$ cat src/rtl/multicycle_adder_if.sv
`default_nettype none
// ============================================================================
// Module      : multicycle_adder_if
// Description : Handshake and data bundle for multicycle_adder.
//               master : drives start/a/b/cin (and sub), observes results.
//               slave  : the adder; observes the request, drives
//                        busy/done/sum/cout.
//               Signals:
//                 start  request to begin an addition
//                 a, b   operands (WIDTH bits)
//                 cin    carry-in
//                 sub    subtract select (only with MULTICYCLE_ADDER_SUB_EN)
//                 busy   addition in progress
//                 done   one-cycle pulse, new result on sum/cout
//                 sum    registered result (WIDTH bits)
//                 cout   registered carry out
//               Optional feature macro: MULTICYCLE_ADDER_SUB_EN
// Revision    : 1.0 - initial release
// ============================================================================
interface multicycle_adder_if #(
   parameter int WIDTH = 8
);
   logic             start;
   logic [WIDTH-1:0] a;
   logic [WIDTH-1:0] b;
   logic             cin;
`ifdef MULTICYCLE_ADDER_SUB_EN
   logic             sub;
`endif
   logic             busy;
   logic             done;
   logic [WIDTH-1:0] sum;
   logic             cout;

`ifdef MULTICYCLE_ADDER_SUB_EN
   modport master (output start, a, b, cin, sub, input busy, done, sum, cout);
   modport slave  (input start, a, b, cin, sub, output busy, done, sum, cout);
`else
   modport master (output start, a, b, cin, input busy, done, sum, cout);
   modport slave  (input start, a, b, cin, output busy, done, sum, cout);
`endif
endinterface
`default_nettype wire

$ cat src/rtl/multicycle_adder.sv
`default_nettype none
// ============================================================================
// Module      : multicycle_adder
// Description : Adds two WIDTH-bit operands plus carry-in over WIDTH/CHUNK
//               cycles, CHUNK bits per cycle, behind a start/busy/done
//               handshake. Results are registered and held until the next
//               operation completes.
//               Ports:
//                 clk  clock, rising edge
//                 rst  synchronous active-high reset
//                 bus  multicycle_adder_if.slave (start, a, b, cin, [sub],
//                      busy, done, sum, cout)
//               Parameters:
//                 WIDTH  operand/result width
//                 CHUNK  bits added per cycle (WIDTH multiple of CHUNK)
//               Optional feature macro: MULTICYCLE_ADDER_SUB_EN
//                 adds bus.sub; sub=1 computes A + ~B + 1 (cout=1: no borrow)
// Revision    : 1.0 - initial release
// ============================================================================
module multicycle_adder #(
   parameter int WIDTH = 8,
   parameter int CHUNK = 2
) (
   input  wire logic          clk,
   input  wire logic          rst,
   multicycle_adder_if.slave  bus
);

   localparam int NCHUNK = WIDTH / CHUNK;
   localparam int CW     = (NCHUNK > 1) ? $clog2(NCHUNK) : 1;
   localparam int CSUMW  = CHUNK + 1;
   localparam logic [CW-1:0]    LAST_CHUNK = CW'(NCHUNK - 1);
   localparam logic [WIDTH-1:0] CHUNK_MASK = {WIDTH{1'b1}} >> (WIDTH - CHUNK);

   typedef enum logic [1:0] {
      IDLE = 2'd0,
      RUN  = 2'd1,
      DONE = 2'd2
   } state_t;

   state_t           state_q, state_d;
   logic [WIDTH-1:0] a_op_q,  a_op_d;
   logic [WIDTH-1:0] b_op_q,  b_op_d;
   logic             carry_q, carry_d;
   logic [CW-1:0]    cnt_q,   cnt_d;
   logic [WIDTH-1:0] acc_q,   acc_d;
   logic [WIDTH-1:0] sum_q,   sum_d;
   logic             cout_q,  cout_d;

   logic             w_sub;
   logic [31:0]      w_base;
   logic [CHUNK-1:0] w_a_chunk;
   logic [CHUNK-1:0] w_b_chunk;
   logic [CSUMW-1:0] w_chunk_add;
   logic [WIDTH-1:0] w_acc_next;

`ifdef MULTICYCLE_ADDER_SUB_EN
   assign w_sub = bus.sub;
`else
   assign w_sub = 1'b0;
`endif

   // Chunk k lives at bit offset k*CHUNK; shifts avoid variable part-selects.
   assign w_base      = 32'(cnt_q) * 32'(CHUNK);
   assign w_a_chunk   = CHUNK'(a_op_q >> w_base);
   assign w_b_chunk   = CHUNK'(b_op_q >> w_base);
   assign w_chunk_add = {1'b0, w_a_chunk} + {1'b0, w_b_chunk} + CSUMW'(carry_q);
   // Partial result with the current chunk's bits merged into place.
   assign w_acc_next  = (acc_q & ~(CHUNK_MASK << w_base))
                      | (WIDTH'(w_chunk_add[CHUNK-1:0]) << w_base);

   always_comb begin
      state_d = state_q;
      a_op_d  = a_op_q;
      b_op_d  = b_op_q;
      carry_d = carry_q;
      cnt_d   = cnt_q;
      acc_d   = acc_q;
      sum_d   = sum_q;
      cout_d  = cout_q;

      case (state_q)
         IDLE, DONE: begin
            if (bus.start) begin
               // Subtraction folds into addition: invert B, force carry-in.
               a_op_d  = bus.a;
               b_op_d  = w_sub ? ~bus.b : bus.b;
               carry_d = w_sub ? 1'b1 : bus.cin;
               cnt_d   = '0;
               acc_d   = '0;
               state_d = RUN;
            end else begin
               state_d = IDLE;
            end
         end
         RUN: begin
            // start is deliberately not looked at here.
            acc_d   = w_acc_next;
            carry_d = w_chunk_add[CHUNK];
            cnt_d   = cnt_q + CW'(1);
            if (cnt_q == LAST_CHUNK) begin
               sum_d   = w_acc_next;
               cout_d  = w_chunk_add[CHUNK];
               cnt_d   = '0;
               state_d = DONE;
            end
         end
         default: begin
            state_d = IDLE;
         end
      endcase
   end

   always_ff @(posedge clk) begin
      if (rst) begin
         state_q <= IDLE;
         a_op_q  <= '0;
         b_op_q  <= '0;
         carry_q <= 1'b0;
         cnt_q   <= '0;
         acc_q   <= '0;
         sum_q   <= '0;
         cout_q  <= 1'b0;
      end else begin
         state_q <= state_d;
         a_op_q  <= a_op_d;
         b_op_q  <= b_op_d;
         carry_q <= carry_d;
         cnt_q   <= cnt_d;
         acc_q   <= acc_d;
         sum_q   <= sum_d;
         cout_q  <= cout_d;
      end
   end

   assign bus.busy = (state_q == RUN);
   assign bus.done = (state_q == DONE);
   assign bus.sum  = sum_q;
   assign bus.cout = cout_q;

endmodule
`default_nettype wire

$ cat src/flat_wrapper.sv
// flat-port wrapper written by rule: the top's interface ports become plain ports
module multicycle_adder_flat 
#(
   parameter int WIDTH = 8,
   parameter int CHUNK = 2
)
  (clk, rst, bus_start, bus_a, bus_b, bus_cin, bus_busy, bus_done, bus_sum, bus_cout);
  multicycle_adder_if #(.WIDTH(WIDTH)) bus_i ();
  input  wire logic clk;
  input  wire logic rst;
  input wire logic [$bits(bus_i.start)-1:0] bus_start;
  input wire logic [$bits(bus_i.a)-1:0] bus_a;
  input wire logic [$bits(bus_i.b)-1:0] bus_b;
  input wire logic [$bits(bus_i.cin)-1:0] bus_cin;
  output wire logic [$bits(bus_i.busy)-1:0] bus_busy;
  output wire logic [$bits(bus_i.done)-1:0] bus_done;
  output wire logic [$bits(bus_i.sum)-1:0] bus_sum;
  output wire logic [$bits(bus_i.cout)-1:0] bus_cout;
  assign bus_i.start = bus_start;
  assign bus_i.a = bus_a;
  assign bus_i.b = bus_b;
  assign bus_i.cin = bus_cin;
  assign bus_busy = bus_i.busy;
  assign bus_done = bus_i.done;
  assign bus_sum = bus_i.sum;
  assign bus_cout = bus_i.cout;
  multicycle_adder #(.WIDTH(WIDTH), .CHUNK(CHUNK)) u_core (.clk(clk), .rst(rst), .bus(bus_i));
endmodule
$ cat config.mk
export PLATFORM = sky130hd
export DESIGN_NAME = multicycle_adder_flat
export DESIGN_NICKNAME = d
export VERILOG_FILES = /design/src/rtl/multicycle_adder_if.sv /design/src/rtl/multicycle_adder.sv /design/src/flat_wrapper.sv
export SDC_FILE = /design/constraint.sdc
export NUM_CORES = 1
export LEC_CHECK = 0
export CELL_PAD_IN_SITES_DETAIL_PLACEMENT = 2
export CELL_PAD_IN_SITES_GLOBAL_PLACEMENT = 2
export CORE_MARGIN = 2
export CORE_UTILIZATION = 27
export CTS_CLUSTER_SIZE = 24
export DETAILED_ROUTE_END_ITERATION = 10
export PLACE_DENSITY_LB_ADDON = 0.1
export RECOVER_POWER = 100
export SYNTH_ARGS = -nofsm -noshare
export SYNTH_HDL_FRONTEND = slang
export SYNTH_SLANG_ARGS = --single-unit
$ cat constraint.sdc
create_clock -name clk -period 2.2 [get_ports clk]
set_input_delay 0.55 -clock clk [delete_from_list [all_inputs] [get_ports clk]]
set_output_delay 0.55 -clock clk [all_outputs]
set_load 0.01 [all_outputs]
# == After elaboration in Yosys (flattened, before gate mapping) ==
# Cells that the tools add are included.
# word_totals
register_bits,38
output_inout_bits,11
# op_classes
n_reduce_logical,6
n_eq_ne,5
bitwise_logic,3
n_addsub,3
n_shift,4
n_mux,10
# ops
op,count
8-bit case mux with 2 select lines,1
8-bit by 3-bit >> shifter with 2-bit output,2
8-bit AND,1
8-bit two-way mux,1
8-bit inverter,1
8-bit bitwise OR,1
2-bit case mux with 2 select lines,2
2-bit by 3-bit left shift with 8-bit output,1
2-bit by 3-bit left shift with 8-bit output (first input constant),1
2-bit two-way mux,3
2-bit AND reduction,3
2-bit == test (second input constant),2
2-bit by 2-bit adder with 3-bit output,1
3-bit by 1-bit adder with 3-bit output,1
2-bit by 1-bit adder with 2-bit output (second input constant),1
2-bit by 1-bit == test with 1-bit output (second input constant),1
2-bit logical NOT,1
1-bit two-way mux,2
2-bit by 1-bit inequality test with 1-bit output (second input constant),1
2-bit inequality test (second input constant),1
1-bit case mux with 2 select lines,1
2-bit nonzero test,1
2-bit OR reduction,1

# == Longest topological paths before layout ==
# depth
word_depth,6
depth_mapped,6
ltp_nobuf,5

# == Worst setup path before layout ==
# No wires, ideal clock.
# synth_timing
kind,register to register
start,register u_core.cnt_q[0]
end,"register u_core.sum_q[1], in the netlist u_core.bus.sum[1]"
arrival_ns,2.296
path_slack_ns,-0.181
setup_time_ns,0.086
path_buffers,0
required_ns,2.114
stages_incl_launch_ff,6
cell_sequence,dfxtp_1 > mux4_2 > fa_1 > fa_1 > a32oi_1 > a211oi_1
# synth_between
elab_chain_len,5
# synth_rtl
element,line,text
"start, declared",multicycle_adder.sv:45,"logic [CW-1:0] cnt_q, cnt_d;"
"start signal, assigned",multicycle_adder.sv:129,cnt_q <= cnt_d;
8-bit by 3-bit >> shifter with 2-bit output (on tied branches),"multicycle_adder.sv:65, multicycle_adder.sv:66",
2-bit by 2-bit adder with 3-bit output,multicycle_adder.sv:67,"assign w_chunk_add = {1'b0, w_a_chunk} + {1'b0, w_b_chunk} + CSUMW'(carry_q);"
3-bit by 1-bit adder with 3-bit output,multicycle_adder.sv:67,
2-bit by 3-bit left shift with 8-bit output,multicycle_adder.sv:70,| (WIDTH'(w_chunk_add[CHUNK-1:0]) << w_base);
8-bit bitwise OR,multicycle_adder.sv:70,
"end signal, assigned",multicycle_adder.sv:131,sum_q <= sum_d;
"end, declared",multicycle_adder.sv:47,"logic [WIDTH-1:0] sum_q, sum_d;"
# Parallel ways exist; a longest one is shown, timed or not.
# A chain may end at the register's enable or synchronous reset.

# == Worst setup path in the final report ==
# Same ends and word-level chain as after synthesis.

==> summary.txt <==
GRT
  – Gr ovfl total: 0
  – Gr usage total: 15.51%
  – Initial antenna violation count: 0
  – Vias in the first global route: 1488
  – First-pass GRT wire length: 7.583 mm
  – Largest net degree at the start of global routing: 17

Synthesis
  – #FFs+latches synth: 36
  – Post-Syn Area per Cell: 9.087 um2
  – Synth cell types: 28
  – Yosys warnings: 0
  – Syn Nets: 201
  – Synthesized area: 1590 um2
  – Yosys top cell area share: 45.32%
  – Seq/Total Area, Yosys: 45.32%
  – Area contributors post-synth: dfxtp_1, nand2_1, a21oi_1
  – Mapped Cells: 175
  – Cell accounting for the most synthesized area: dfxtp_1

Min path
  – HP Class: register to register
  – Min-Delay Endpoint: u_core.bus.sum[6]$_SDFFE_PP0P_
  – Min-delay src: u_core.bus.sum[6]$_SDFFE_PP0P_
  – Hold Path Depth: 2

Clock network
  – Max H-tree Level: 2
  – Skew-Pair Late Insertion Delay: 290 ps
  – Max clock buf depth: 2
  – Clock root cell: clkbuf_8
  – Reg clk slew, reported paths: 80 ps
  – CTS tree: built
  – Hold bufs inserted after CTS: 0
  – # clock sinks: 36
  – CTS buffer count: 5

Floorplan
  – Core area: 5608 um2
  – Die Ht: 80.75 um
  – Die Area: 6520 um2
  – FP Rows: 27
  – Starting density of the core: 28.36%
  – Die width: 80.75 um
  – Ports: 31

Outcome
  – Violated checks: negative setup slack
  – Status: finished with violations

Power
  – Psw: 370.9 uW
  – Switch share: 26.41%
  – PwrDens: 672.1 nW/um2
  – Flop pwr share: 49.6%
  – VDD IR-drop max: 0.2280 mV
  – Clk pwr share: 35.5%
  – Leakage: 0.0007808 uW
  – Pint: 1033 uW
  – Combinational Power Share: 14.9%

Placement
  – Placed Cells: 273
  – Pre-CTS setup slack: -132.5 ps
  – Post-DP HPWL: 3.248 mm
  – Port bufs: 30
  – Placed Area: 1981 um2
  – GPL Wtd Cong: 0.7133

STA
  – Finish-stage setup viols: 4
  – Final slew viol count: 0
  – Fmax: 0.4339 GHz
  – Relative slew margins: 67.29%
  – Final Hold Fails: 0
  – WHS: 458.5 ps
  – Worst clock skew: 8.983 ps
  – Fin crit period: 2305 ps
  – Final worst-path setup slack: -104.6 ps
  – Slew @ Worst Pin: 490.6 ps
  – Period Utilization, post-route: 104.8%
  – RSZ-0062 raised after global routing: yes

Route
  – Via count: 1382
  – First-pass detailed-route iteration total: 2
  – Routed Antenna Nets: 0
  – WL/cell: 15.73 um
  – Final wirelength: 4.436 mm
  – DR vias/cell: 4.901
  – Number of remaining DRC errors: 0
  – Detailed Route Iter0 Violations: 68

Finish
  – Diode count: 0
  – Layout Nets: 235
  – Area Overhead vs Synth: 31.39%
  – Fraction of layout cells with a size suffix above 1: 13.81%
  – Post-route cell area: 2090 um2
  – Non-filler cells, final: 282
  – FILL cells: 656

Critical path
  – Worst R2R End: u_core.bus.sum[1]$_SDFFE_PP0P_
  – Worst reg2reg path depth: 5
  – FF-to-FF Start: u_core.cnt_q[0]$_SDFFE_PP0P_
  – R2R Setup Slk: -100 ps
  – Worst setup path start: u_core.cnt_q[0]$_SDFFE_PP0P_
  – Critical Path RT: 2420 ps
  – CP Launch Type: register
  – Crit path max fanout: 4
  – Worst setup path class: register to register
  – CP arrival: 2520 ps
  – Endpoint class of the critical path: register

Job
  – Maxcap violations: 0
worst max-delay path, cell delays in order (launching register included):
cell      delay, ps
dfxtp_4         370
mux4_2          520
fa_2            390
fa_2            590
a32oi_2         140
a211oi_2        230
cell families (layout without fill, tap and decap cells):
logic type / count (synthesis) / in the layout / share of synthesized area (%)
AOI/OAI and AO/OA: 41 / 41 / 15.58
buffers and inverters: 19 / 54 / 7.081
adders and majority gates: 6 / 6 / 5.665
muxes: 4 / 4 / 5.665
and+or+nand+nor: 69 / 69 / 20.69
DFF: 36 / 36 / 45.32
placed cells by master (no fill, tap or decap):
cell type,count
clkbuf_8,6
clkinvlp_4,1
clkdlybuf4s50_1,19
o21ai_0,3
a211oi_1,4
buf_4,10
clkbuf_1,1
nand4_1,2
nand3_1,1
a21oi_1,22
mux4_2,4
a211oi_2,2
inv_1,5
o21ai_1,3
a311oi_1,1
nor2_1,10
nor4b_1,1
and3b_1,1
a31oi_1,1
a32oi_1,2
dlygate4sd3_1,11
nand4b_1,6
a32oi_2,2
dfxtp_1,35
nand2_1,39
dfxtp_4,1
nand2b_1,3
nand3b_1,1
clkbuf_2,1
fa_2,2
nor2b_1,5
o21a_1,1
ha_1,4
how the worst max path moves through the flow:
| stage | to | slack [ps] | cells after the start |
|---|---|---|---|
| global route | u_core.bus.sum[3]$_SDFFE_PP0P_ | -200 | 5 |
| detailed placement | u_core.bus.sum[3]$_SDFFE_PP0P_ | -130 | 5 |
| global placement | u_core.bus.sum[3]$_SDFFE_PP0P_ | -80 | 5 |
| finish | u_core.bus.sum[1]$_SDFFE_PP0P_ | -100 | 5 |
| floorplan | u_core.acc_q[1]$_SDFFE_PP0P_ | -7 | 5 |
| CTS | u_core.bus.sum[3]$_SDFFE_PP0P_ | -110 | 5 |
final cells by class:
cell class / count / area (um2) / share of cell area [%]
Inverter: 5 / 18.77 / 0.8982
Clock inverter: 1 / 7.507 / 0.3593
Tap cell: 72 / 90.09 / 4.311
Multi-Input combinational cell: 120 / 782.0 / 37.43
Clock buffer: 7 / 86.33 / 4.132
Timing Repair Buffer: 41 / 380.4 / 18.20
Sequential cell: 36 / 724.4 / 34.67
power groups by stage:
stage               clock network (uW)  logic (uW)  registers, uW
floorplan                            0         122            707
global placement                     0         201            711
detailed placement                   0         208            712
CTS                                521         216            697
global route                       551         236            701
finish                             499         209            697
per-layer routing:
metal | up-vias | track usage [%] | share of wire [%]
li1 | 668 | - | -
met1 | 681 | 19.79 | 47
met2 | 24 | 25.33 | 49
met3 | 9 | 4.000 | 3.3
met4 | 0 | 5.763 | 1.4
met5 | - | 0 | 0
metrics by stage:
stage | setup TNS (ps) | utilization [%] | power (uW)
2_1_floorplan | -23.28 | - | 828.3
3_3_place_gp | -354.7 | 35.32 | 912.3
3_5_place_dp | -669.3 | 35.32 | 920.3
4_1_cts | -301.6 | 37.39 | 1435
5_1_grt | -848.1 | 37.26 | 1487
6_report | -274.9 | 37.26 | 1404
state kept, by name, summed over array words and instances, names as in the netlist:
register and cells:
u_core.state_q 2, u_core.acc_q 6, u_core.bus.cout 1, u_core.cnt_q 2
u_core.b_op_q 8, u_core.bus.sum 8, u_core.a_op_q 8, u_core.carry_q 1
timing repair:
item	CTS	global route
setup buffers	1	0
resized for setup	4	3
pin swaps	5	4
endpoints found under the setup margin	7	7
cell usage after synthesis (all sizes together):
cell type and number:
o21a 1, a31oi 1, nor2 10, and3b 1, mux4 4, nand4b 6, nand3b 1, fa 2
nand2 39, o21ai 6, a32oi 4, dfxtp 36, a211oi 6, nand2b 3, a21oi 22, nand4 2
a311oi 1, clkbuf 4, ha 4, nor2b 5, nor4b 1, inv 5, nand3 1, buf 10
Power figures use the tool's default switching activity.
